## config.mk

```make
export PLATFORM = sky130hd
export DESIGN_NAME = ahb_lite_master_pipe_flat
export DESIGN_NICKNAME = d
export VERILOG_FILES = /design/src/rtl/ahb_lite_master_pipe_if.sv /design/src/rtl/ahb_lite_master_pipe.sv /design/src/flat_wrapper.sv
export SDC_FILE = /design/constraint.sdc
export NUM_CORES = 1
export LEC_CHECK = 0
export ABC_AREA = 1
export CAP_MARGIN = 0
export CORE_ASPECT_RATIO = 0.75
export CORE_MARGIN = 4
export CORE_UTILIZATION = 43
export DETAILED_ROUTE_END_ITERATION = 10
export PLACE_DENSITY = 0.8
export SLEW_MARGIN = 5
export SYNTH_ARGS = -nofsm -noshare
export SYNTH_HDL_FRONTEND = slang
export SYNTH_SLANG_ARGS = --single-unit
```

## constraint.sdc

```tcl
create_clock -name HCLK -period 1.9 [get_ports HCLK]
set_input_delay 0.38 -clock HCLK [delete_from_list [all_inputs] [get_ports HCLK]]
set_output_delay 0.38 -clock HCLK [all_outputs]
set_load 0.03 [all_outputs]
```

## src/rtl/ahb_lite_master_pipe_if.sv

```systemverilog
// Command/response port plus AHB-Lite master signals for ahb_lite_master_pipe.
// The master modport is the bus master; the slave modport is the requester plus interconnect side.
interface ahb_lite_master_pipe_if #(
  parameter int ADDR_W = 32,
  parameter int DATA_W = 32
);
  logic              cmd_valid;
  logic              cmd_ready;
  logic              cmd_write;
  logic [ADDR_W-1:0] cmd_addr;
  logic [2:0]        cmd_size;
  logic [DATA_W-1:0] cmd_wdata;

  logic              rsp_valid;
  logic              rsp_write;
  logic [DATA_W-1:0] rsp_rdata;
  logic              rsp_err;

  logic [ADDR_W-1:0] HADDR;
  logic              HWRITE;
  logic [2:0]        HSIZE;
  logic [1:0]        HTRANS;
  logic [2:0]        HBURST;
  logic [DATA_W-1:0] HWDATA;
  logic [DATA_W-1:0] HRDATA;
  logic              HREADY;
  logic              HRESP;

  modport master (
    input  cmd_valid, cmd_write, cmd_addr, cmd_size, cmd_wdata,
    output cmd_ready,
    output rsp_valid, rsp_write, rsp_rdata, rsp_err,
    output HADDR, HWRITE, HSIZE, HTRANS, HBURST, HWDATA,
    input  HRDATA, HREADY, HRESP
  );

  modport slave (
    output cmd_valid, cmd_write, cmd_addr, cmd_size, cmd_wdata,
    input  cmd_ready,
    input  rsp_valid, rsp_write, rsp_rdata, rsp_err,
    input  HADDR, HWRITE, HSIZE, HTRANS, HBURST, HWDATA,
    output HRDATA, HREADY, HRESP
  );
endinterface

```

## src/rtl/ahb_lite_master_pipe.sv

```systemverilog
// Pipelined AHB-Lite master: valid/ready commands in, one registered response per command out.
// Define AHB_MASTER_INCR_BURST_EN to issue contiguous commands as SEQ beats of an INCR burst.
module ahb_lite_master_pipe #(
  parameter int ADDR_W   = 32,
  parameter int DATA_W   = 32,
  parameter int MAX_SIZE = $clog2(DATA_W / 8)
) (
  input logic                    HCLK,
  input logic                    HRESETn,
  ahb_lite_master_pipe_if.master bus
);

  localparam logic [1:0] HTRANS_IDLE   = 2'b00;
  localparam logic [1:0] HTRANS_NONSEQ = 2'b10;
  localparam logic [2:0] HBURST_SINGLE = 3'b000;

  // State is the occupancy of the address (A) and data (D) slots, plus the second error cycle.
  typedef enum logic [2:0] {
    S_IDLE,
    S_ADDR,
    S_PIPE,
    S_DATA,
    S_ERR2
  } state_t;

  state_t            state, state_next;
  logic              held_q;
  logic              d_write_q;
  logic [DATA_W-1:0] a_wdata_q;

  logic              a_valid;
  logic              err_first;
  logic              accept;
  logic              a_to_d;
  logic              d_done;
  logic              reissue;
  logic              next_a;
  logic [2:0]        size_c;
  logic [1:0]        trans_new;
  logic [2:0]        burst_new;

  assign a_valid   = (state == S_ADDR) || (state == S_PIPE);
  assign err_first = ((state == S_PIPE) || (state == S_DATA)) && bus.HRESP && !bus.HREADY;
  assign next_a    = (state_next == S_ADDR) || (state_next == S_PIPE);

  assign bus.cmd_ready = HRESETn && (state != S_ERR2) && !err_first && (!a_valid || bus.HREADY);
  assign accept        = bus.cmd_valid && bus.cmd_ready;

  assign size_c = (bus.cmd_size > 3'(MAX_SIZE)) ? 3'(MAX_SIZE) : bus.cmd_size;

`ifdef AHB_MASTER_INCR_BURST_EN
  logic seq_ok;

  // Continues the burst only when the new beat directly follows a live address phase.
  assign seq_ok = a_valid
               && (bus.cmd_write == bus.HWRITE)
               && (size_c == bus.HSIZE)
               && (bus.cmd_addr == bus.HADDR + (ADDR_W'(1) << bus.HSIZE))
               && (bus.cmd_addr[ADDR_W-1:10] == bus.HADDR[ADDR_W-1:10]);
  assign trans_new = seq_ok ? 2'b11 : HTRANS_NONSEQ;
  assign burst_new = 3'b001;
`else
  assign trans_new = HTRANS_NONSEQ;
  assign burst_new = HBURST_SINGLE;
`endif

  always_comb begin
    // NOTE: every signal written here gets a default first, so no path can infer a latch.
    state_next = state;
    a_to_d     = 1'b0;
    d_done     = 1'b0;
    reissue    = 1'b0;
    unique case (state)
      S_IDLE: begin
        if (accept) state_next = S_ADDR;
      end
      S_ADDR: begin
        if (bus.HREADY) begin
          a_to_d     = 1'b1;
          state_next = accept ? S_PIPE : S_DATA;
        end
      end
      S_PIPE: begin
        if (bus.HREADY) begin
          d_done     = 1'b1;
          a_to_d     = 1'b1;
          state_next = accept ? S_PIPE : S_DATA;
        end else if (bus.HRESP) begin
          state_next = S_ERR2;
        end
      end
      S_DATA: begin
        if (bus.HREADY) begin
          d_done     = 1'b1;
          state_next = accept ? S_ADDR : S_IDLE;
        end else if (bus.HRESP) begin
          state_next = S_ERR2;
        end
      end
      S_ERR2: begin
        if (bus.HREADY) begin
          d_done     = 1'b1;
          reissue    = held_q;
          state_next = held_q ? S_ADDR : S_IDLE;
        end
      end
      default: state_next = S_IDLE;
    endcase
  end

  // NOTE: sequential state uses non-blocking assignments so every register samples pre-edge values.
  always_ff @(posedge HCLK or negedge HRESETn) begin
    if (!HRESETn) begin
      state  <= S_IDLE;
      held_q <= 1'b0;
    end else begin
      state <= state_next;
      // Remember whether the error cancelled a live address phase that must be reissued.
      if (state_next == S_ERR2) held_q <= (state == S_ERR2) ? held_q : a_valid;
      else                      held_q <= 1'b0;
    end
  end

  always_ff @(posedge HCLK or negedge HRESETn) begin
    if (!HRESETn) begin
      bus.HADDR  <= '0;
      bus.HWRITE <= 1'b0;
      bus.HSIZE  <= 3'b000;
      bus.HTRANS <= HTRANS_IDLE;
      bus.HBURST <= HBURST_SINGLE;
      bus.HWDATA <= '0;
      a_wdata_q  <= '0;
      d_write_q  <= 1'b0;
    end else begin
      if (accept) begin
        bus.HADDR  <= bus.cmd_addr;
        bus.HWRITE <= bus.cmd_write;
        bus.HSIZE  <= size_c;
        bus.HTRANS <= trans_new;
        bus.HBURST <= burst_new;
        a_wdata_q  <= bus.cmd_wdata;
      end else if (reissue) begin
        bus.HTRANS <= HTRANS_NONSEQ;
      end else if (!next_a) begin
        bus.HTRANS <= HTRANS_IDLE;
      end

      // Write data enters HWDATA as the command leaves the address phase.
      if (a_to_d) begin
        d_write_q <= bus.HWRITE;
        if (bus.HWRITE) bus.HWDATA <= a_wdata_q;
      end
    end
  end

  always_ff @(posedge HCLK or negedge HRESETn) begin
    if (!HRESETn) begin
      bus.rsp_valid <= 1'b0;
      bus.rsp_write <= 1'b0;
      bus.rsp_rdata <= '0;
      bus.rsp_err   <= 1'b0;
    end else begin
      bus.rsp_valid <= d_done;
      if (d_done) begin
        bus.rsp_write <= d_write_q;
        bus.rsp_rdata <= d_write_q ? '0 : bus.HRDATA;
        bus.rsp_err   <= bus.HRESP;
      end
    end
  end

endmodule

```

## src/flat_wrapper.sv

```systemverilog
// flat-port wrapper written by rule: the top's interface ports become plain ports
module ahb_lite_master_pipe_flat 
#(
  parameter int ADDR_W   = 32,
  parameter int DATA_W   = 32,
  parameter int MAX_SIZE = $clog2(DATA_W / 8)
)
  (HCLK, HRESETn, bus_cmd_valid, bus_cmd_write, bus_cmd_addr, bus_cmd_size, bus_cmd_wdata, bus_cmd_ready, bus_rsp_valid, bus_rsp_write, bus_rsp_rdata, bus_rsp_err, bus_HADDR, bus_HWRITE, bus_HSIZE, bus_HTRANS, bus_HBURST, bus_HWDATA, bus_HRDATA, bus_HREADY, bus_HRESP);
  ahb_lite_master_pipe_if #(.ADDR_W(ADDR_W), .DATA_W(DATA_W)) bus_i ();
  input logic HCLK;
  input logic HRESETn;
  input wire logic [$bits(bus_i.cmd_valid)-1:0] bus_cmd_valid;
  input wire logic [$bits(bus_i.cmd_write)-1:0] bus_cmd_write;
  input wire logic [$bits(bus_i.cmd_addr)-1:0] bus_cmd_addr;
  input wire logic [$bits(bus_i.cmd_size)-1:0] bus_cmd_size;
  input wire logic [$bits(bus_i.cmd_wdata)-1:0] bus_cmd_wdata;
  output wire logic [$bits(bus_i.cmd_ready)-1:0] bus_cmd_ready;
  output wire logic [$bits(bus_i.rsp_valid)-1:0] bus_rsp_valid;
  output wire logic [$bits(bus_i.rsp_write)-1:0] bus_rsp_write;
  output wire logic [$bits(bus_i.rsp_rdata)-1:0] bus_rsp_rdata;
  output wire logic [$bits(bus_i.rsp_err)-1:0] bus_rsp_err;
  output wire logic [$bits(bus_i.HADDR)-1:0] bus_HADDR;
  output wire logic [$bits(bus_i.HWRITE)-1:0] bus_HWRITE;
  output wire logic [$bits(bus_i.HSIZE)-1:0] bus_HSIZE;
  output wire logic [$bits(bus_i.HTRANS)-1:0] bus_HTRANS;
  output wire logic [$bits(bus_i.HBURST)-1:0] bus_HBURST;
  output wire logic [$bits(bus_i.HWDATA)-1:0] bus_HWDATA;
  input wire logic [$bits(bus_i.HRDATA)-1:0] bus_HRDATA;
  input wire logic [$bits(bus_i.HREADY)-1:0] bus_HREADY;
  input wire logic [$bits(bus_i.HRESP)-1:0] bus_HRESP;
  assign bus_i.cmd_valid = bus_cmd_valid;
  assign bus_i.cmd_write = bus_cmd_write;
  assign bus_i.cmd_addr = bus_cmd_addr;
  assign bus_i.cmd_size = bus_cmd_size;
  assign bus_i.cmd_wdata = bus_cmd_wdata;
  assign bus_cmd_ready = bus_i.cmd_ready;
  assign bus_rsp_valid = bus_i.rsp_valid;
  assign bus_rsp_write = bus_i.rsp_write;
  assign bus_rsp_rdata = bus_i.rsp_rdata;
  assign bus_rsp_err = bus_i.rsp_err;
  assign bus_HADDR = bus_i.HADDR;
  assign bus_HWRITE = bus_i.HWRITE;
  assign bus_HSIZE = bus_i.HSIZE;
  assign bus_HTRANS = bus_i.HTRANS;
  assign bus_HBURST = bus_i.HBURST;
  assign bus_HWDATA = bus_i.HWDATA;
  assign bus_i.HRDATA = bus_HRDATA;
  assign bus_i.HREADY = bus_HREADY;
  assign bus_i.HRESP = bus_HRESP;
  ahb_lite_master_pipe #(.ADDR_W(ADDR_W), .DATA_W(DATA_W), .MAX_SIZE(MAX_SIZE)) u_core (.HCLK(HCLK), .HRESETn(HRESETn), .bus(bus_i));
endmodule
```

Yosys cells after proc, flatten, opt, wreduce, memory -nomap -nowiden
Index checks and enable logic that the tools add are counted.

Register bits after elaboration: 142. Input port bits: 105. Output and inout bits: 109. Logic and storage cells: 63.

Magnitude comparators: 1. Eq/ne operators: 10. Mux-type cells: 22. Reduce and logical (&&, ||, !) cells: 17.

Operators by type and width (number): 2-to-1 mux 32 bit (1); 2-to-1 mux 3 bit (7); case mux 3 bit (5 select lines) (1); 2-to-1 mux 1 bit (10); == test 3 x 2 -> 1 bit (second input constant) (3); == test 3 x 1 -> 1 bit (second input constant) (2); == test 3 bit (second input constant) (2); logical AND 1 bit (6); 2-to-1 mux 2 bit (3); logical OR 1 bit (4); > comparator 3 x 2 -> 1 bit (second input constant) (1); logical NOT 1 bit (3); logical NOT 3 bit (1); != test 3 x 1 -> 1 bit (second input constant) (1); != test 3 bit (second input constant) (1); OR reduction 3 bit (1); != test 2 bit (second input constant) (1); AND reduction 2 bit (1); OR reduction 2 bit (1).

Depth between registers and ports, before layout
Depth after elaboration: 16. Depth in mapped cells: 11. Depth with buffers taken out: 11.

Worst setup path after synthesis
No wires, ideal clock.

Kind: register to register. From: reg u_core.state[2]. To: reg u_core.bus.HWRITE. Setup time: 0.117 ns. Arrival time: 1.306 ns. Data required time: 1.783 ns. Slack: 0.477 ns. Cell stages (with the launch flop): 11. Path buffers: 2. Cell sequence: dfrtp_1 > inv_1 > nand2_1 > nor2_1 > nor2_4 > nand3_4 > clkinv_2 > buf_6 > buf_6 > nand2_1 > nand2_1.

Longest elaborated chain between the ends: 8. Elaborated cells on any way between the ends: 15. Classes of those cells: 4 x eq/ne; 11 x reduce/logical.

RTL lines: start, declared (line ahb_lite_master_pipe.sv:26) `state_t state, state_next;`; start signal, assigned (line ahb_lite_master_pipe.sv:117) `state <= state_next;`; == test 3 x 2 -> 1 bit (on tied branches) (line ahb_lite_master_pipe.sv:42, ahb_lite_master_pipe.sv:43); logical OR 1 bit (line ahb_lite_master_pipe.sv:43) `assign err_first = ((state == S_PIPE) || (state == S_DATA)) && bus.HRESP && !bus.HREADY;`; logical AND 1 bit (2 in a row) (line ahb_lite_master_pipe.sv:43); logical NOT 1 bit (line ahb_lite_master_pipe.sv:46) `assign bus.cmd_ready = HRESETn && (state != S_ERR2) && !err_first && (!a_valid || bus.HREADY);`; logical AND 1 bit (line ahb_lite_master_pipe.sv:46); logical AND 1 bit (*) (line ahb_lite_master_pipe.sv:46); logical AND 1 bit (*) (line ahb_lite_master_pipe.sv:47) `assign accept = bus.cmd_valid && bus.cmd_ready;`; end signal, assigned (line ahb_lite_master_pipe.sv:137) `bus.HWRITE <= bus.cmd_write;`; end, declared (line ahb_lite_master_pipe_if.sv:33) `output HADDR, HWRITE, HSIZE, HTRANS, HBURST, HWDATA,`.

Every way passes the cells marked *; elsewhere a longest branch is shown, timed or not. A chain may end at the register's enable or synchronous reset.

Worst setup path in the final report
From: in bus_HREADY. To: out bus_cmd_ready.

Longest elaborated chain between the ends: 5. Elaborated cells on any way between the ends: 6. Classes of those cells: 6 x reduce/logical.

RTL lines: start, declared (line flat_wrapper.sv:29) `input wire logic [$bits(bus_i.HREADY)-1:0] bus_HREADY;`; logical NOT 1 bit (line ahb_lite_master_pipe.sv:43); logical AND 1 bit (line ahb_lite_master_pipe.sv:43); logical NOT 1 bit (line ahb_lite_master_pipe.sv:46); logical AND 1 bit (line ahb_lite_master_pipe.sv:46); logical AND 1 bit (*) (line ahb_lite_master_pipe.sv:46); end, declared (line flat_wrapper.sv:17) `output wire logic [$bits(bus_i.cmd_ready)-1:0] bus_cmd_ready;`.

Marks and branches as above.

==> impl_metrics.json <==
{
  "final_nets": 854,
  "initial_utilization_pct": 43.8,
  "grt_pass1_vias": 4715,
  "final_area_mm2": 0.00834,
  "powerDensity_mw_per_mm2": 1860,
  "p_total_w": 0.0155,
  "ios": 214,
  "final_cell_mix": "203 x clkdlybuf4s50_1, 184 x nand2_1, 138 x dfrtp_1",
  "cts_max_path_buffers": 2,
  "max_slew_margin_pct": 51.2,
  "post-dp-hpwl_um": 9970,
  "die_w_um": 137,
  "grt.total_usage_pct": 20.4,
  "postSynth.asyncResetShare_pct": 100,
  "h-tree-depth": 4,
  "end_kind": "output pin",
  "synth_area_leaders": "dfrtp_1 66%, nand2_1 13%, o21ai_0 6.1%, a22o_1 5.2%, inv_1 3.1%",
  "period_share_pct": 97.8,
  "synth_seq_area_share_pct": 65.7,
  "stdcell_count": 925,
  "layout_min_cycle_time_ns": 1.86,
  "netlist_instances": 533,
  "port_buffers": 209,
  "synth_cell_types": 23,
  "synth_seq_cells": 141,
  "yosysWarnings": 0,
  "wire_per_inst_um": 15.5,
  "min_path_type": "in -> async",
  "worstSkewPairLatency_ns": 0.40,
  "arrival_ns": 1.48,
  "hold_violations": 0,
  "cts_buffers": 17,
  "synth_ff_type": "dfrtp_1",
  "dieArea_mm2": 0.0144,
  "peakVddDrop_uv": 1000,
  "path_clk_slew_ns": 0.06,
  "tightest_slew_ns": 0.732,
  "outcome": "finished clean",
  "required_ns": 1.52,
  "final_common_cell": "clkdlybuf4s50_1",
  "drive_gt1_share_pct": 9.35,
  "area_delta_synth_final_pct": 55.2,
  "yosysTopAreaCell": "dfrtp_1",
  "dpl_cell_area_mm2": 0.00766,
  "setup_viol": 0,
  "seq_area_mm2": 0.00353,
  "synth_area_mm2": 0.00537,
  "start_kind": "primary input",
  "row_count": 35,
  "fillerInstances": 926,
  "grt_pass1_wl_um": 23200,
  "drt_iter0_drc": 180,
  "utilization_pct": 68.0,
  "clock_sinks": 141,
  "cts_hold_buf": 0,
  "crit_fanout": 5,
  "p_leak_nw": 3.97,
  "holdWs_ns": 0.0809,
  "detail-route-antenna-nets": 0,
  "syn_avg_cell_area_um2": 10.1,
  "antenna_found_initial": 0,
  "drc": 0,
  "grt_overflow": 0,
  "num_antenna_cells": 0,
  "vias": 4483,
  "routed_via_density": 4.85,
  "clock.fmax_ghz": 0.538,
  "routabilityCongestion": 0.843,
  "post-place-cells": 892,
  "synth_top_area_share_pct": 65.7,
  "cts_root_buf": "clkbuf_16",
  "grt_max_degree": 142,
  "core-area_mm2": 0.0123,
  "drv_cap": 0,
  "fin_skew_ns": 0.00574,
  "multi_input_area_mm2": 0.00153,
  "firstDrtPassIters": 4,
  "wl_um": 14300,
  "rsz0062_at_grt": "yes",
  "worstSetupPathType": "in -> out",
  "final_max_slew_viol_count": 0,
  "synth_edf_count": 0,
  "cts_tree": "built",
  "chipHeight_um": 105
}
[through the flow]
step | worst slack (ns) | TNS, ns
after floorplan | 0.477 | 0
after global placement | 0.0287 | 0
after detailed placement | -0.0513 | -0.310
after CTS | 0.00654 | 0
after global routing | -0.0252 | -0.0252
final | 0.0417 | 0
[critical path: stages]
cell	delay (ns)
clkdlybuf4s50_1	0.44
inv_2	0.14
nand2_1	0.09
nor2_2	0.15
nor2_4	0.05
nand2_2	0.05
inv_2	0.04
buf_12	0.13
[logic make-up after synthesis]
family / count (synthesis) / synth area share, %
and+or+nand+nor: 214 / 15.7
DFF: 141 / 65.7
buffers and inverters: 76 / 6.69
muxes: 1 / 0.210
other: 1 / 0.0698
AOI/OAI and AO/OA: 100 / 11.6
[sequential cells by signal (all words and copies together), names as in the netlist, 3 cells and up]
register	flops
u_core.a_wdata_q	32
u_core.bus.HADDR	32
u_core.bus.HSIZE	3
u_core.bus.HWDATA	32
u_core.bus.rsp_rdata	32
u_core.state	3
[path summary, 6_finish.rpt]
path                       cells after the start  slack [ns]                              from                                end
setup / recovery                               8        0.04                        bus_HREADY                      bus_cmd_ready
hold / removal                                 2        0.08                           HRESETn       u_core.d_write_q$_DFFE_PN0P_
setup reg to reg                               8        0.22         u_core.state[1]$_DFF_PN0_  u_core.bus.HWDATA[24]$_DFFE_PN0P_
hold reg to reg                                2        0.48  u_core.a_wdata_q[31]$_DFFE_PN0P_   u_core.a_wdata_q[31]$_DFFE_PN0P_
max in group asynchronous                      2        1.25                           HRESETn          u_core.state[0]$_DFF_PN0_
min in group HCLK                              2        0.48  u_core.a_wdata_q[31]$_DFFE_PN0P_   u_core.a_wdata_q[31]$_DFFE_PN0P_
[metal layers]
metal	track usage (%)	vias up	share of wire, %
met5	0	-	0
met4	6.34	0	1.1
met3	7.65	12	8.7
met2	34.0	153	50
met1	24.4	2201	40
li1	-	2117	-
[what timing repair did]
| action | CTS | global route |
|---|---|---|
| endpoints found under the setup margin | 1 | 8 |
| pin swaps | 1 | 3 |
| setup buffers | 2 | 2 |
| cloned | 0 | 0 |
| endpoints found under the hold margin | 0 | 0 |
| resized for setup | 5 | 19 |
[cells in the mapped netlist (2+ instances only)]
cell and n:
nand2_2 2, buf_4 8, clkbuf_1 8, a22o_1 32, nand2_1 189, nand3_1 7
o21ai_0 65, buf_6 4, nor2_1 12, buf_2 10, dfrtp_1 141, inv_1 44
[final cells by class]
class                           count  area share, %
Tap cell                          166           2.49
Inverter                           46           2.12
Clock buffer                       18           5.27
Timing Repair Buffer              224           27.6
Sequential cell                   141           42.4
Multi-Input combinational cell    319           18.4
Clock inverter                     11           1.76
[report_power, final]
| part | switching, W | internal (W) | leakage, nW |
|---|---|---|---|
| clock | 0.00121 | 0.00207 | 0.283 |
| combinational | 0.00408 | 0.00294 | 1.92 |
| sequential | 0.000757 | 0.00443 | 1.77 |
Power figures use the tool's default switching activity.
==> variant: new RTL, same settings <==
`ADDR_W` is set to 32 in 3 places; all go to 24.
--- a/src/rtl/ahb_lite_master_pipe_if.sv
+++ b/src/rtl/ahb_lite_master_pipe_if.sv
@@ -3,3 +3,3 @@
 interface ahb_lite_master_pipe_if #(
-  parameter int ADDR_W = 32,
+  parameter int ADDR_W = 24,
   parameter int DATA_W = 32
--- a/src/rtl/ahb_lite_master_pipe.sv
+++ b/src/rtl/ahb_lite_master_pipe.sv
@@ -3,3 +3,3 @@
 module ahb_lite_master_pipe #(
-  parameter int ADDR_W   = 32,
+  parameter int ADDR_W   = 24,
   parameter int DATA_W   = 32,
--- a/src/flat_wrapper.sv
+++ b/src/flat_wrapper.sv
@@ -3,3 +3,3 @@
 #(
-  parameter int ADDR_W   = 32,
+  parameter int ADDR_W   = 24,
   parameter int DATA_W   = 32,
Interface: changed (resized bus_HADDR and bus_cmd_addr); port bits go from 214 to 198. No check against the original RTL was run, so the function may have changed too.
==> variant against the original RTL <==
Final cell count down 5.4%; sequential cell count fell by 8; power is 4.5% lower; worst setup slack improved by 0.0062 ns; register-to-register slack lost 0.05 ns; routed wire length fell by 7.9%; worst hold slack got worse by 0.0097 ns; area after synthesis shrank 5.9%; sequential share of layout area down 0.21 points; cell area fell by 5.2%; synthesized cell count fell by 6.4%; first-iteration DRC count grew 1.1%; via count fell by 6.9%.
==> variant: results (changes against the original RTL) <==
- DP Wirelength: 9240 µm (-7.3%)
- Pwr per Cell Area: 1871 nW/µm² (+0.78%)
- Clock Sinks: 133 (-5.7%)
- DRT iter0 DRCs: 182 (+1.1%)
- Multi-input gate share of total cell area: 0.1824 (-0.001579)
- Crit. End Element: output pin
- Synth area leaders: dfrtp_1 (66%), nand2_1 (12%), o21ai_0 (6.4%)
- Routed len/inst: 15.10 µm (-2.6%)
- Post CTS Setup Buffer Count: 1 (-1)
- Gate power share: 0.445 (-0.008)
- Layout cell share with drive strength beyond 1: 0.1031 (+0.009520)
- Top cells by count, synth: nand2_1 (165), dfrtp_1 (133), o21ai_0 (65)
- Placed cells: 838 (-6.1%)
- Net Switching: 5.751 mW (-4.8%)
- Detailed-route via count: 4174 (-6.9%)
- Seq/Total Area, Yosys: 0.6586 (+0.001543)
- RR Endpoint: u_core.bus.HWDATA[29]
- Worst path top cell family by delay: flip-flops
- First-pass GRT wire length: 21400 µm (-7.8%)
- Resized cells post-CTS: 3 (-2)
- Rel. slew slack: 0.5313 (+0.01907)
- IO buf count: 193 (-7.7%)
- Synth Area in Compound Gates: 0.1235 (+0.007283)
- Nonclk buf count: 212 (-5.4%)
- CP max FO: 4 (-1)
- Clock Power Share: 0.225 (+0.013)
- Cell count after synthesis: 499 (-6.4%)
- Buffer share of cell area: 0.2727 (-0.003318)
- Vias per cell: 4.770 (-1.6%)
- VDD IR max: 0.001024 V (+2.4%)
- H-tree Lvls: 4 (unchanged)
- FF/Latch Area: 3331 µm² (-5.7%)
- Leak: 3.753 nW (-5.5%)
- GRT Util Overall: 0.1982 (-0.005714)
- Final-stage net count: 802 (-6.1%)
- Comb_multi_in: 295 (-7.5%)
- R2R cell count: 10 (+2)
- Status: completed
- Clock buf/inv share: 0.07648 (+0.006246)
- Filler instances: 800 (-14%)
- Reg-to-reg slack, setup: 0.17 ns (-0.05 ns)
[variant: cell types whose count changed after synthesis]
cell,change
buf_4,-1
buf_6,-2
clkbuf_1,+1
dfrtp_1,-8
inv_1,-1
inv_2,+1
nand2_1,-24
[variant: per-stage QoR]
stage / TNS (ns) / area (µm²) / setup WS (ns) / hold WS, ns
6_report: 0 / 7901 / 0.04784 / 0.07123
5_1_grt: -0.01571 / 7901 / -0.01571 / 0.1639
4_1_cts: -0.008675 / 7829 / -0.008675 / 0.1259
3_5_place_dp: 0 / 7213 / 0.007888 / 0.4638
3_3_place_gp: -0.005072 / 7213 / -0.005072 / 0.4514
2_1_floorplan: 0 / 5065 / 0.4885 / 0.08441
[variant: metal layers]
metal  global-route usage  share of wire
met2               0.3241           0.48
met5                    0              0
met1               0.2529           0.43
met4              0.06166          0.010
met3              0.06939          0.077
